### src/rtl/dm_pkg.sv
// Debug-module transport types shared by the DMI access path: request/response
// structs, DTM op codes and the sticky dmistat encoding.
package dm;

  localparam int unsigned DmiAbits = 7;   // address bits carried in dmi_req_t
  localparam int unsigned DmiDataW = 32;  // data field of the scan word
  localparam int unsigned DmiOpW   = 2;   // op/status field of the scan word

  typedef enum logic [1:0] {
    DtmNop   = 2'h0,
    DtmRead  = 2'h1,
    DtmWrite = 2'h2
  } dtm_op_e;

  typedef enum logic [1:0] {
    DmiNoError  = 2'h0,
    DmiOpFailed = 2'h2,
    DmiBusy     = 2'h3
  } dmi_error_e;

  typedef struct packed {
    logic [DmiAbits-1:0] addr;
    dtm_op_e             op;
    logic [DmiDataW-1:0] data;
  } dmi_req_t;

  typedef struct packed {
    logic [DmiDataW-1:0] data;
    logic [1:0]          resp;
  } dmi_resp_t;

endpackage

### src/rtl/dmi_jtag_access.sv
// JTAG-side DMI access controller (TCK domain). Converts an Update-DR of the DMI
// scan register into one request towards the DMI CDC, waits for the response,
// and maintains the sticky dmistat and the Capture-DR word.
// Optional feature: define DMI_ACCESS_TIMEOUT_EN to abort an access whose
// response has not arrived after TimeoutCycles TCK cycles.
module dmi_jtag_access
  import dm::*;
#(
  parameter int unsigned AbitsW        = 7,
  parameter int unsigned TimeoutCycles = 1023
) (
  input  logic                tck_i,
  input  logic                trst_ni,
  input  logic                dmi_capture_i,
  input  logic                dmi_update_i,
  input  logic [AbitsW+33:0]  dmi_scan_i,
  output logic [AbitsW+33:0]  dmi_capture_o,
  input  logic                dmireset_i,
  input  logic                dmihardreset_i,
  output logic [1:0]          dmistat_o,
  output dmi_req_t            dmi_req_o,
  output logic                dmi_req_valid_o,
  input  logic                dmi_req_ready_i,
  input  dmi_resp_t           dmi_resp_i,
  input  logic                dmi_resp_valid_i,
  output logic                dmi_resp_ready_o
);

  typedef enum logic [2:0] {
    StIdle,
    StRead,
    StWaitRead,
    StWrite,
    StWaitWrite
  } state_e;

  state_e              state_q, state_d;
  logic [AbitsW-1:0]   addr_q, addr_d;
  logic [31:0]         data_q, data_d;
  dmi_error_e          dmistat_q, dmistat_d;
  logic                discard_q, discard_d;
  logic [AbitsW+33:0]  capture_q, capture_d;
  logic                set_failed, set_busy;

  // Scan word fields: {addr, data[31:0], op[1:0]}.
  logic [AbitsW-1:0] scan_addr;
  logic [31:0]       scan_data;
  logic [1:0]        scan_op;
  assign scan_addr = dmi_scan_i[AbitsW+33:34];
  assign scan_data = dmi_scan_i[33:2];
  assign scan_op   = dmi_scan_i[1:0];

`ifdef DMI_ACCESS_TIMEOUT_EN
  localparam int unsigned CntW = $clog2(TimeoutCycles + 1);
  localparam logic [CntW-1:0] TimeoutLast = CntW'(TimeoutCycles - 1);
  logic [CntW-1:0] cnt_q, cnt_d;
`endif

  // Next-state, datapath updates and request outputs.
  always_comb begin
    // NOTE: every signal written here gets a default first so no path can infer a latch.
    state_d         = state_q;
    addr_d          = addr_q;
    data_d          = data_q;
    dmistat_d       = dmistat_q;
    discard_d       = discard_q;
    capture_d       = capture_q;
    set_failed      = 1'b0;
    set_busy        = 1'b0;
    dmi_req_valid_o = 1'b0;
    dmi_req_o       = '0;
`ifdef DMI_ACCESS_TIMEOUT_EN
    cnt_d           = cnt_q;
`endif

    case (state_q)
      StIdle: begin
        if (dmi_update_i) begin
          if (discard_q) begin
            // A stale response is still owed to us; a new access must wait.
            set_busy = 1'b1;
          end else if (dmistat_q == DmiNoError) begin
            if (scan_op == DtmRead) begin
              addr_d  = scan_addr;
              state_d = StRead;
            end else if (scan_op == DtmWrite) begin
              addr_d  = scan_addr;
              data_d  = scan_data;
              state_d = StWrite;
            end
          end
        end
      end
      StRead: begin
        dmi_req_valid_o = 1'b1;
        dmi_req_o       = '{addr: addr_q, op: DtmRead, data: data_q};
        if (dmi_req_ready_i) state_d = StWaitRead;
      end
      StWrite: begin
        dmi_req_valid_o = 1'b1;
        dmi_req_o       = '{addr: addr_q, op: DtmWrite, data: data_q};
        if (dmi_req_ready_i) state_d = StWaitWrite;
      end
      StWaitRead: begin
        if (dmi_resp_valid_i) begin
          state_d = StIdle;
          if (dmi_resp_i.resp == 2'b00) data_d = dmi_resp_i.data;
          else                          set_failed = 1'b1;
        end
      end
      StWaitWrite: begin
        if (dmi_resp_valid_i) begin
          state_d = StIdle;
          if (dmi_resp_i.resp != 2'b00) set_failed = 1'b1;
        end
      end
      default: state_d = StIdle;
    endcase

    // Any scan activity while an access is in flight is flagged busy.
    if (state_q != StIdle && (dmi_update_i || dmi_capture_i)) set_busy = 1'b1;

    if (dmi_capture_i) begin
      capture_d = {addr_q, data_q, (state_q == StIdle) ? dmistat_q : DmiBusy};
    end

    // The stale response after an abort is swallowed exactly once.
    if (discard_q && dmi_resp_valid_i) discard_d = 1'b0;

`ifdef DMI_ACCESS_TIMEOUT_EN
    if (state_q == StRead || state_q == StWrite) begin
      cnt_d = '0;
    end else if ((state_q == StWaitRead || state_q == StWaitWrite) && !dmi_resp_valid_i) begin
      if (cnt_q == TimeoutLast) begin
        state_d    = StIdle;
        set_failed = 1'b1;
        discard_d  = 1'b1;
      end else begin
        cnt_d = cnt_q + 1'b1;
      end
    end
`endif

    // Sticky status: busy is never downgraded, and a clear wins over any set.
    if (set_failed && dmistat_q != DmiBusy) dmistat_d = DmiOpFailed;
    if (set_busy)                           dmistat_d = DmiBusy;
    if (dmireset_i)                         dmistat_d = DmiNoError;

    // Hard reset aborts everything; an already-accepted request still owes a response.
    if (dmihardreset_i) begin
      state_d   = StIdle;
      dmistat_d = DmiNoError;
      addr_d    = addr_q;
      data_d    = data_q;
      if ((state_q == StWaitRead || state_q == StWaitWrite) && !dmi_resp_valid_i) begin
        discard_d = 1'b1;
      end
    end
  end

  // FSM state register.
  always_ff @(posedge tck_i or negedge trst_ni) begin
    // NOTE: sequential state uses non-blocking assignments so all registers update together.
    if (!trst_ni) state_q <= StIdle;
    else          state_q <= state_d;
  end

  // Datapath and status registers.
  always_ff @(posedge tck_i or negedge trst_ni) begin
    // NOTE: these are plain flops, not a memory, so every one of them is reset.
    if (!trst_ni) begin
      addr_q    <= '0;
      data_q    <= '0;
      dmistat_q <= DmiNoError;
      discard_q <= 1'b0;
      capture_q <= '0;
    end else begin
      addr_q    <= addr_d;
      data_q    <= data_d;
      dmistat_q <= dmistat_d;
      discard_q <= discard_d;
      capture_q <= capture_d;
    end
  end

`ifdef DMI_ACCESS_TIMEOUT_EN
  // Wait-state cycle counter for the response timeout.
  always_ff @(posedge tck_i or negedge trst_ni) begin
    if (!trst_ni) cnt_q <= '0;
    else          cnt_q <= cnt_d;
  end
`endif

  assign dmi_capture_o    = capture_q;
  assign dmistat_o        = dmistat_q;
  assign dmi_resp_ready_o = 1'b1;

  // Parameter sanity: the request struct carries a fixed address width and the timeout must be non-zero.
  a_params: assert property (@(posedge tck_i) (AbitsW == DmiAbits) && (TimeoutCycles > 0));

  // A pending request must not change until it is accepted or aborted.
  a_req_stable: assert property (@(posedge tck_i) disable iff (!trst_ni)
    (dmi_req_valid_o && !dmi_req_ready_i && !dmihardreset_i) |=> (dmi_req_valid_o && $stable(dmi_req_o)));

  // A response in Idle is only legal when it is the stale one being drained.
  a_no_stray_resp: assert property (@(posedge tck_i) disable iff (!trst_ni)
    (state_q == StIdle && !discard_q) |-> !dmi_resp_valid_i);

endmodule

### config.mk
export PLATFORM = sky130hd
export DESIGN_NAME = dmi_jtag_access
export DESIGN_NICKNAME = d
export VERILOG_FILES = /design/src/rtl/dm_pkg.sv /design/src/rtl/dmi_jtag_access.sv
export SDC_FILE = /design/constraint.sdc
export NUM_CORES = 1
export LEC_CHECK = 0
export BUFFER_PORTS_ARGS = -buffer_cell sky130_fd_sc_hd__buf_2
export CORE_MARGIN = 10
export CORE_UTILIZATION = 50
export CTS_CLUSTER_SIZE = 14
export DETAILED_ROUTE_END_ITERATION = 10
export PLACE_DENSITY = 0.79
export SETUP_SLACK_MARGIN = 0.02
export SYNTH_ARGS = -nofsm -noshare
export SYNTH_HDL_FRONTEND = slang
export SYNTH_SLANG_ARGS = --single-unit
export TNS_END_PERCENT = 30
### constraint.sdc
create_clock -name tck_i -period 3.15 [get_ports tck_i]
set_clock_uncertainty 0.05 [all_clocks]
set_input_delay 0.4725 -clock tck_i [delete_from_list [all_inputs] [get_ports tck_i]]
set_output_delay 0.4725 -clock tck_i [all_outputs]
set_load 0.01 [all_outputs]
; After elaboration in Yosys (flattened, before gate mapping)
; Cells that the tools add are included.
[totals]
inputBits = 83
word_cells = 88
out_inout_bits = 86
ff_bits = 86
[classes]
n_eq_ne = 21
mux = 39
n_reduce_logical = 20
bitwise = 2
[op_table]
columns = cell, n
row1 = 32-bit two-way mux, 7
row2 = 41-bit case mux with 2 select lines, 1
row3 = 32-bit case mux with 2 select lines, 1
row4 = 3-bit two-way mux, 9
row5 = 2-bit != test (second input constant), 8
row6 = 3-bit != test (second input constant), 5
row7 = 7-bit two-way mux, 2
row8 = 1-bit two-way mux, 12
row9 = 3-bit case mux with 4 select lines, 1
row10 = 2-bit two-way mux, 5
row11 = 9-bit AND reduction, 1
row12 = 7-bit AND reduction, 1
row13 = 3-bit by 2-bit equality test with 1-bit output (second input constant), 2
row14 = 6-bit AND reduction, 1
row15 = 2-bit nonzero test, 3
row16 = 1-bit logical AND, 4
row17 = 2-bit logical NOT, 2
row18 = 4-bit != test (second input constant), 1
row19 = 4-bit nonzero test, 1
row20 = 2-bit OR reduction, 2
row21 = 3-bit by 1-bit equality test with 1-bit output (second input constant), 1
row22 = 3-bit equality test (second input constant), 1
row23 = 3-bit logical NOT, 1
row24 = 3-bit by 1-bit != test with 1-bit output (second input constant), 1
row25 = 7 further kinds, 9

; Logic depth before layout (Yosys ltp)
[logic_depth]
ltp_word = 9
mapped_depth = 7

; Least setup slack after synthesis
; Ideal clock, no wire load.
[synth_timing]
path_kind = in2reg
start = in dmi_scan_i[1]
end = reg data_q[17]
path_stages = 7
path_slack_ns = 1.111
t_arrival_ns = 1.865
path_buffers = 1
setup_time_ns = 0.125
required_time_ns = 2.975
path_cell_list = inv_1 -> ha_1 -> nor2_1 -> nand3_1 -> a2111oi_4 -> buf_6 -> mux2_2
[synth_between]
elab_chain_cells = 3
word_cells_on_any_way = 5
classes_between = eq/ne (4) / reduce/logical (1)
[synth_rtl]
columns = element, line
row1 = start: declaration, dmi_jtag_access.sv:16  ; input logic [AbitsW+33:0] dmi_scan_i,
row2 = 2-bit equality test or 2-bit by 1-bit equality test with 1-bit output (tied branches), "dmi_jtag_access.sv:86, dmi_jtag_access.sv:83"
row3 = 2-bit != test (no line), n/a
row4 = 9-bit AND reduction (no line) *, n/a
row5 = end signal: assignment, dmi_jtag_access.sv:179  ; data_q <= data_d;
row6 = end: declaration, dmi_jtag_access.sv:39  ; logic [31:0] data_q, data_d;
; Mark *: on every way between the ends. The rest lies on a longest branch, timed or not.
; A chain may end at the register's enable or synchronous reset.

==> impl_metrics.toml <==
[run_status]
outcome = "complete, no violations"

[setup_path]
slowest_stage = "dfrtp_1"
rrSetupSlack_ps = 840
required_ps = 2630
reg2reg_from = "state_q[0]$_DFFE_PN0P_"
crit_start = "state_q[0]$_DFFE_PN0P_"
crit_arrival_ps = 2080
worstSetupPathType = "flip-flop to output pin"
path_max_fanout = 21
path_cells = "nand2b_1 -> inv_1 -> buf_12 -> and2_1 -> buf_2"
crit_path_max_incr_delay_ps = 570
crit_path_start_kind = "flip-flop"
worst_setup_path_end_kind = "output pin"

[finish]
nets = 555
syn_to_final_growth_pct = 29.29
mostFrequentLayoutCell = "buf_2"
diodes = 0
layout_common_cells = "166 x buf_2, 106 x mux2_2, 86 x dfrtp_1"
drive_above_1_share_pct = 62.95
multi_input_comb_area_um2 = 1810
regArea_um2 = 2152
fillers = 613

[detailed_routing]
routed_wl_um = 10710
vias = 2924
detail_route.wl_per_cell_um = 18.56
drt_iter0_drc = 105
wl_met3_um = 937
drt-met1-wl_um = 3759
antenna_left = 0
viasPerCell = 5.068
drc = 0
dr.pass1.iters = 4
dr_wl_met2_um = 5769
top_layer = "met4"

[clocking]
clk_path_buf_depth = 2
tritoncts = "built"
cts_buffers = 9
cts_hold_buf = 0
numClockSinks = 86
clock_latency_ps = 340
cts.clk_slew.worst_paths_ps = 90
post_cts_resized = 0
ctsRootBufferMaster = "clkbuf_8"
htree_levels = 3
postCtsSetupBuffers = 0

[timing]
rsz0062_at_grt = "false"
setup_violations = 0
relSlewSlack_pct = 56.13
worst_pin_slew_ps = 658.0
hold_ws_ps = 74.19
final-hold-violation-count = 0
period_share_pct = 82.68
post-route-min-period_ps = 2604
fmax_mhz = 384.0
final_max_slew_viol_count = 0
tns_ps = 0

[synth]
synth_seq_area_share_pct = 52.70
synth_cell_types = 33
synthesis.area_um2 = 4084
syn_inst = 304
ys_ff_latch = 86
syn_area_per_cell_um2 = 13.43
yosys_warnings = 0
syn_nets = 389

[die]
die_w_um = 110.4
initial_core_util_pct = 52.04
dieArea_um2 = 12180
rows = 32
core_area_um2 = 7848
die_y_um = 110.4
ioPinCount = 169

[pwr]
p_leak_uw = 0.002639
powerDensity_nw_per_um2 = 715.3
irDropWorstVdd_v = 0.0004302

[global_routing]
grt_first_pass_wirelength_um = 15920
grt_pass1_vias = 3103
grt_max_degree = 45
grt-ovfl-total = 0
antenna_found_initial = 0
grt_util_all_layers_pct = 16.87

[job]
cap_violations = 0

[placed_design]
gp_congestion = 0.8507
dp_hpwl_um = 8182
portBuffers = 167

[hold_path]
hp-class = "primary input to asynchronous set/reset pin"
==> critical path, delay by kind of cell (launching register included) <==
family / cells / cell delay (ps)
simple gates: 2 / 300
flops: 1 / 570
buf+inv: 3 / 870
==> flip-flops by register name, indices dropped and copies added, names as in the netlist <==
register / cells
dmi_capture_o: 41
state_q: 3
addr_q: 7
dmistat_o: 2
discard_q: 1
data_q: 32
==> area by class of cell <==
| class | instances | share of cell area (%) |
|---|---|---|
| Clock buffer | 12 | 3.128 |
| Clock inverter | 4 | 1.469 |
| Inverter | 5 | 0.3555 |
| Timing Repair Buffer | 174 | 17.58 |
| Multi-Input combinational cell | 194 | 34.29 |
| Sequential cell | 86 | 40.76 |
| Tap cell | 102 | 2.417 |
==> logic make-up (layout without fill, tap and decap cells) <==
| logic type | after synthesis | in the layout | share of synthesized area [%] |
|---|---|---|---|
| multiplexers | 112 | 112 | 30.88 |
| flip-flops | 86 | 86 | 52.70 |
| AND/OR/NAND/NOR | 65 | 65 | 9.773 |
| buffers and inverters | 24 | 195 | 2.972 |
| AO/OA/AOI/OAI | 13 | 13 | 2.758 |
| adder cells (fa/ha/maj) | 2 | 2 | 0.6126 |
| other | 1 | 1 | 0.09182 |
| XOR/XNOR | 1 | 1 | 0.2145 |
==> synthesized netlist by cell type <==
cell type,count,share of area (%)
mux2_2,106,29
a311oi_1,2,0.43
conb_1,1,0.092
nor3_1,1,0.12
and2_1,41,6.3
mux2_1,6,1.7
nor4b_2,1,0.37
nand3b_1,1,0.18
ha_1,2,0.61
nor4_4,1,0.52
a221oi_1,1,0.21
nand2_1,2,0.18
buf_1,1,0.092
or4b_1,1,0.25
buf_6,3,0.83
inv_1,5,0.46
nand3_1,2,0.25
nand2b_1,1,0.15
dfrtp_1,86,53
a21o_1,1,0.18
buf_2,4,0.49
o32a_1,1,0.25
o31ai_1,1,0.18
clkbuf_1,10,0.92
a21oi_1,3,0.37
buf_4,1,0.18
nor2_1,11,1.0
o31a_1,1,0.21
xnor2_1,1,0.21
nor2b_1,1,0.15
o21ai_0,2,0.25
a2111oi_4,1,0.67
or3_1,2,0.31
==> stage by stage <==
step	total power, µW	worst slack, ps	utilization [%]	std cells	area, µm²
6_report	3777	545.6	67.28	577	5280
5_1_grt	3998	370.4	67.28	577	5280
4_1_cts	3826	520.0	67.28	577	5280
3_5_place_dp	2928	854.8	64.19	561	5037
3_3_place_gp	2863	907.0	64.19	561	5037
2_1_floorplan	2394	1111	-	304	4084
==> power breakdown <==
group | total (µW) | switching, µW | internal (µW)
sequential | 1790 | 254 | 1540
combinational | 1090 | 483 | 604
clock | 899 | 384 | 515
==> final timing paths <==
path,to,depth (start not counted)
worst min-delay path,data_q[12]$_DFFE_PN0P_,1
worst max register to register,data_q[31]$_DFFE_PN0P_,5
max in group asynchronous,data_q[1]$_DFFE_PN0P_,2
min in group tck_i,dmistat_o[1]$_DFFE_PN0P_,2
worst min register to register,dmi_capture_o[39]$_DFFE_PN0P_,1
worst max-delay path,dmi_req_o[25],5
==> routing by layer <==
layer,vias up,global-route usage [%]
li1,1384,-
met1,1401,18.14
met2,118,30.35
met3,21,4.875
met4,0,6.881
met5,-,0
(Power assumes the default switching activity.)
